==> config.mk <==
export PLATFORM = sky130hd
export DESIGN_NAME = fb_access_arbiter
export DESIGN_NICKNAME = d
export VERILOG_FILES = /design/src/rtl/fb_access_arbiter.sv
export SDC_FILE = /design/constraint.sdc
export NUM_CORES = 1
export LEC_CHECK = 0
export BUFFER_PORTS_ARGS = -buffer_cell sky130_fd_sc_hd__clkbuf_2
export CORE_ASPECT_RATIO = 0.6
export CORE_MARGIN = 10
export CORE_UTILIZATION = 45
export DETAILED_ROUTE_END_ITERATION = 8
export GPL_ROUTABILITY_DRIVEN = 0
export HOLD_SLACK_MARGIN = 0.03
export PLACE_DENSITY = 0.73
export SYNTH_ARGS = -nofsm -noshare
export SYNTH_HDL_FRONTEND = slang
export SYNTH_SLANG_ARGS = --single-unit
==> constraint.sdc <==
create_clock -name clk -period 2.8 [get_ports clk]
set_clock_uncertainty 0.1 [all_clocks]
set_input_delay 0.42 -clock clk [delete_from_list [all_inputs] [get_ports clk]]
set_output_delay 0.42 -clock clk [all_outputs]
set_load 0.005 [all_outputs]
==> src/rtl/fb_access_arbiter.sv <==
// Single-port frame buffer arbiter: vsync-framed camera writes vs. reader requests, one access per clock.
// Optional feature macro: FB_ABORT_CNT_EN adds abort_cnt_o (saturating count of aborted frames).
module fb_access_arbiter #(
    parameter int ADDR_W   = 17,
    parameter int DATA_W   = 12,
    parameter int PIXELS   = 76800,
    parameter int MAX_WAIT = 4
) (
    input  logic              clk,
    input  logic              rst_n,
    input  logic              vsync_i,
    input  logic              wr_req_i,
    input  logic [DATA_W-1:0] wr_data_i,
    output logic              wr_ack_o,
    input  logic              rd_req_i,
    input  logic [ADDR_W-1:0] rd_addr_i,
    output logic              rd_gnt_o,
    output logic              rd_valid_o,
    output logic [DATA_W-1:0] rd_data_o,
    output logic [ADDR_W-1:0] mem_addr_o,
    output logic              mem_we_o,
    output logic [DATA_W-1:0] mem_wdata_o,
    input  logic [DATA_W-1:0] mem_rdata_i,
`ifdef FB_ABORT_CNT_EN
    output logic [7:0]        abort_cnt_o,
`endif
    output logic              frame_done_o
);

    localparam int WC_W = $clog2(MAX_WAIT + 1);
    localparam logic [ADDR_W-1:0] LAST_ADDR = ADDR_W'(PIXELS - 1);
    localparam logic [WC_W-1:0]   WAIT_MAX  = WC_W'(MAX_WAIT);

    typedef enum logic [1:0] {
        ST_IDLE   = 2'd0,
        ST_ACTIVE = 2'd1,
        ST_DONE   = 2'd2
    } state_t;

    state_t            r_state, w_state_nxt;
    logic              r_vs_q;
    logic              r_armed;
    logic [ADDR_W-1:0] r_wr_ptr, w_wr_ptr_nxt;
    logic [WC_W-1:0]   r_wait_cnt, w_wait_nxt;
    logic [ADDR_W-1:0] r_mem_addr;
    logic              r_mem_we;
    logic [DATA_W-1:0] r_mem_wdata;
    logic              r_rd_p1;
    logic              r_rd_valid;
    logic              r_frame_done;
    logic              w_edge;
    logic              w_wr_elig;
    logic              w_wr_gnt;
    logic              w_rd_gnt;
    logic              w_last;

    // r_armed masks the first cycle after reset so a vsync already high is not taken as an edge
    assign w_edge    = vsync_i & ~r_vs_q & r_armed;
    assign w_wr_elig = wr_req_i & (r_state == ST_ACTIVE) & ~w_edge;
    assign w_wr_gnt  = w_wr_elig & (r_wait_cnt < WAIT_MAX);
    assign w_rd_gnt  = ~w_wr_gnt & rd_req_i;
    assign w_last    = (r_wr_ptr == LAST_ADDR);

    assign wr_ack_o     = w_wr_gnt;
    assign rd_gnt_o     = w_rd_gnt;
    assign rd_valid_o   = r_rd_valid;
    assign rd_data_o    = mem_rdata_i;
    assign mem_addr_o   = r_mem_addr;
    assign mem_we_o     = r_mem_we;
    assign mem_wdata_o  = r_mem_wdata;
    assign frame_done_o = r_frame_done;

    // Next-state, write pointer and read starvation counter
    always_comb begin
        w_state_nxt  = r_state;
        w_wr_ptr_nxt = r_wr_ptr;
        w_wait_nxt   = r_wait_cnt;
        case (r_state)
            ST_IDLE: begin
                if (w_edge) w_state_nxt = ST_ACTIVE;
                else        w_state_nxt = ST_IDLE;
            end
            ST_ACTIVE: begin
                if (w_edge)                 w_state_nxt = ST_ACTIVE;
                else if (w_wr_gnt && w_last) w_state_nxt = ST_DONE;
                else                        w_state_nxt = ST_ACTIVE;
            end
            ST_DONE: begin
                if (w_edge) w_state_nxt = ST_ACTIVE;
                else        w_state_nxt = ST_DONE;
            end
            default: w_state_nxt = ST_IDLE;
        endcase
        if (w_edge)                   w_wr_ptr_nxt = {ADDR_W{1'b0}};
        else if (w_wr_gnt && !w_last) w_wr_ptr_nxt = r_wr_ptr + {{(ADDR_W-1){1'b0}}, 1'b1};
        else                          w_wr_ptr_nxt = r_wr_ptr;
        if (rd_req_i && !w_rd_gnt) begin
            if (r_wait_cnt < WAIT_MAX) w_wait_nxt = r_wait_cnt + {{(WC_W-1){1'b0}}, 1'b1};
            else                       w_wait_nxt = r_wait_cnt;
        end else begin
            w_wait_nxt = {WC_W{1'b0}};
        end
    end

    // Control state registers
    always_ff @(posedge clk or negedge rst_n) begin
        if (!rst_n) begin
            r_state    <= ST_IDLE;
            r_vs_q     <= 1'b0;
            r_armed    <= 1'b0;
            r_wr_ptr   <= {ADDR_W{1'b0}};
            r_wait_cnt <= {WC_W{1'b0}};
        end else begin
            r_state    <= w_state_nxt;
            r_vs_q     <= vsync_i;
            r_armed    <= 1'b1;
            r_wr_ptr   <= w_wr_ptr_nxt;
            r_wait_cnt <= w_wait_nxt;
        end
    end

    // Memory port and read-return pipeline; address/data hold when nothing is granted
    always_ff @(posedge clk or negedge rst_n) begin
        if (!rst_n) begin
            r_mem_addr   <= {ADDR_W{1'b0}};
            r_mem_we     <= 1'b0;
            r_mem_wdata  <= {DATA_W{1'b0}};
            r_rd_p1      <= 1'b0;
            r_rd_valid   <= 1'b0;
            r_frame_done <= 1'b0;
        end else begin
            if (w_wr_gnt) begin
                r_mem_addr  <= r_wr_ptr;
                r_mem_wdata <= wr_data_i;
                r_mem_we    <= 1'b1;
            end else if (w_rd_gnt) begin
                r_mem_addr  <= rd_addr_i;
                r_mem_we    <= 1'b0;
            end else begin
                r_mem_we    <= 1'b0;
            end
            r_rd_p1      <= w_rd_gnt;
            r_rd_valid   <= r_rd_p1;
            r_frame_done <= w_wr_gnt & w_last;
        end
    end

`ifdef FB_ABORT_CNT_EN
    logic [7:0] r_abort_cnt;
    assign abort_cnt_o = r_abort_cnt;

    // Counts frames cut short by a new vsync while writing was under way
    always_ff @(posedge clk or negedge rst_n) begin
        if (!rst_n) begin
            r_abort_cnt <= 8'd0;
        end else if (w_edge && (r_state == ST_ACTIVE) && (r_wr_ptr != {ADDR_W{1'b0}})
                     && (r_abort_cnt != 8'hFF)) begin
            r_abort_cnt <= r_abort_cnt + 8'd1;
        end else begin
            r_abort_cnt <= r_abort_cnt;
        end
    end
`endif

endmodule
==> out/metrics.cfg <==
[global_route]
grt_pass1_vias=2077
grt_antenna_before_repair=0
grt_pass1_wl_um=10500
grt_max_degree=25
gr-usage-all-layers=0.134
gr-total-overflow=0

[timing]
fmax_mhz=407
rsz0062_at_grt=false
relSlewSlack=0.582
timing.final.crit_period_ns=2.46
fin_tns_setup_ns=0
tightestPinTransition_ns=0.625
slew_violations=0
post-route-period-util=0.877
final-hold-violation-count=0
setup_viol=0
holdWs_ns=0.119

[final_layout]
utilization=0.575
fillers=509
design_area_mm2=0.00329
n_antenna_cell=0
seqCellArea_mm2=0.00143
drive_gt1_frac=0.343
multi_input_area_mm2=0.00112
syn_to_final_growth_pct=20.4
fin_nets=358

[routing]
drt-pass1-iter-count=4
via_count=2125
via_per_inst=5.38
drcViolationCount=0
drt_iter0_drc=164
ant_nets=0
wl_per_cell_um=16.3
drt-total-wl_um=6430

[synthesis]
ys_types=38
syn_area_mm2=0.00274
synth.avg_cell_area_um2=10.9
synth.top_cell.area_share=0.522
yosysWarningCount=0
ys_seq_elements=57
yosysSeqAreaShare=0.522
yosys-top-cells-area=dfrtp_1 (52%), mux2i_1 (8.8%), mux2_2 (4.9%), nand2_1 (4.7%), o21ai_0 (3.8%)
netlist_instances=252
syn_nets=300
synth_top_area_cell=dfrtp_1

[floorplan]
dieWidth_um=121
core-area_mm2=0.00573
dieHeight_um=80.4
io_pins=92
dieArea_mm2=0.00970
row_count=21
floorplan.initialDensity=0.478

[setup_path]
critical_path.cell_chain=nand4bb_1, nor2_4, nor2b_1, clkbuf_2
worstPathRequired_ns=2.28
cp_max_fo=17
endpoint_kind=output port
start_kind=flop
crit_family=simple AND/OR/NAND/NOR gates
slowest_delay_ns=0.48
path_class=reg2out
crit_path_top_delay_cell=nor2_4
worstPathArrival_ns=1.94
crit_buf_inv=1

[clock_network]
clock_path_buffers=2
clockRootBuffer=clkbuf_8
cts_num_sinks=57
clkTransAtPathRegs_ns=0.07
cts_setup_buffers=0
tritoncts=yes
numCtsBuffers=9
clock_latency_ns=0.33
cts_resized=0
cts_max_level=3
cts_hold_buf=1

[outcome]
status=completed

[pwr]
ir_worst_vdd_v=0.000251
power_density_mw_per_mm2=650
power.leakage_nw=1.58

[worst_hold_path]
hold_class=in2reg

[placed_design]
placed_area_mm2=0.00306
io_buffers=67
place_hpwl_um=4890

[flow_run]
drv_cap=0

## placed cells by master, fill, tap and decap left out, types with 3 or more instances in the layout
cell	n
mux2i_1	24
nand4_1	6
nand2_1	34
mux2_2	12
inv_1	5
clkinv_4	3
dfrtp_1	57
o21ai_0	21
and3_1	6
buf_4	7
clkbuf_2	67
or4_1	5
nand2b_1	6
clkbuf_8	9
o31ai_1	4
and2_1	3
nand3_1	3
a21oi_1	12
## cells in the mapped netlist (all sizes together)
cell type,count
dfrtp,57
nand2,34
mux2i,24
o21ai,21
buf,19
a21oi,12
mux2,12
clkbuf,9
and3,6
nand2b,6
nand4,6
inv,5
or4,5
o31ai,4
and2,3
and4,3
nand3,3
a2111oi,2
a211oi,2
and3b,2
ha,2
nor2,2
o311ai,2
o41ai,2
a2111o,1
a31oi,1
and4bb,1
conb,1
nand3b,1
nand4bb,1
nor2b,1
nor4b,1
or3,1
## worst register-to-register path: stages (launching register included)
cell and delay [ns]:
dfrtp_1 0.41, nand4bb_1 0.45, nor2_4 0.48, buf_4 0.32
mux2_2 0.37
## cell families after synthesis
logic type	synth area share
DFF	0.522
AOI/OAI and AO/OA	0.107
other	0.00137
muxes	0.137
buffers and inverters	0.0691
adders and majority gates	0.00915
and+or+nand+nor	0.155
## per-stage QoR
step           total power [mW]  setup WS, ns  std cells
2_1_floorplan              1.16         0.951        252
3_3_place_gp               1.29         0.601        378
3_5_place_dp               1.31         0.516        378
4_1_cts                    2.17         0.313        395
5_1_grt                    2.26         0.186        395
6_report                   2.14         0.345        395
## state kept, by name, summed over array words and instances, names as in the netlist
| signal | flops |
|---|---|
| mem_we_o | 1 |
| r_rd_p1 | 1 |
| frame_done_o | 1 |
| r_vs_q | 1 |
| mem_addr_o | 17 |
| r_state | 2 |
| mem_wdata_o | 12 |
| r_wr_ptr | 17 |
| r_wait_cnt | 3 |
| r_armed | 1 |
| rd_valid_o | 1 |
## report_power, final
part,switching [mW],internal (mW)
registers,0.0654,0.915
clock network,0.349,0.508
logic,0.158,0.147
total,0.573,1.57
## layout make-up
type                            count  area share
Multi-Input combinational cell    162       0.341
Clock buffer                        9      0.0376
Clock inverter                      7      0.0311
Inverter                            5     0.00570
Timing Repair Buffer               75       0.121
Sequential cell                    57       0.433
Tap cell                           80      0.0304
## metal layers
layer / wire length, um / up-vias / GRT usage
met3: 597 / 9 / 0.0705
met2: 2720 / 82 / 0.189
li1: - / 1013 / -
met4: 38 / 0 / 0.0432
met5: 0 / - / 0
met1: 3070 / 1021 / 0.172
## worst paths after layout
kind	startpoint	to	slack (ns)	cells past startpoint
setup / recovery	r_state[1]$_DFF_PN0_	rd_gnt_o	0.34	4
hold / removal	vsync_i	r_vs_q$_DFF_PN0_	0.12	1
setup reg to reg	r_state[1]$_DFF_PN0_	mem_wdata_o[9]$_DFFE_PN0P_	0.56	4
hold reg to reg	r_rd_p1$_DFF_PN0_	rd_valid_o$_DFF_PN0_	0.25	0
max in group asynchronous	rst_n	mem_wdata_o[10]$_DFFE_PN0P_	1.42	3
min in group asynchronous	rst_n	mem_wdata_o[3]$_DFFE_PN0P_	0.47	2
No activity file was read; power rests on OpenSTA's default activity.
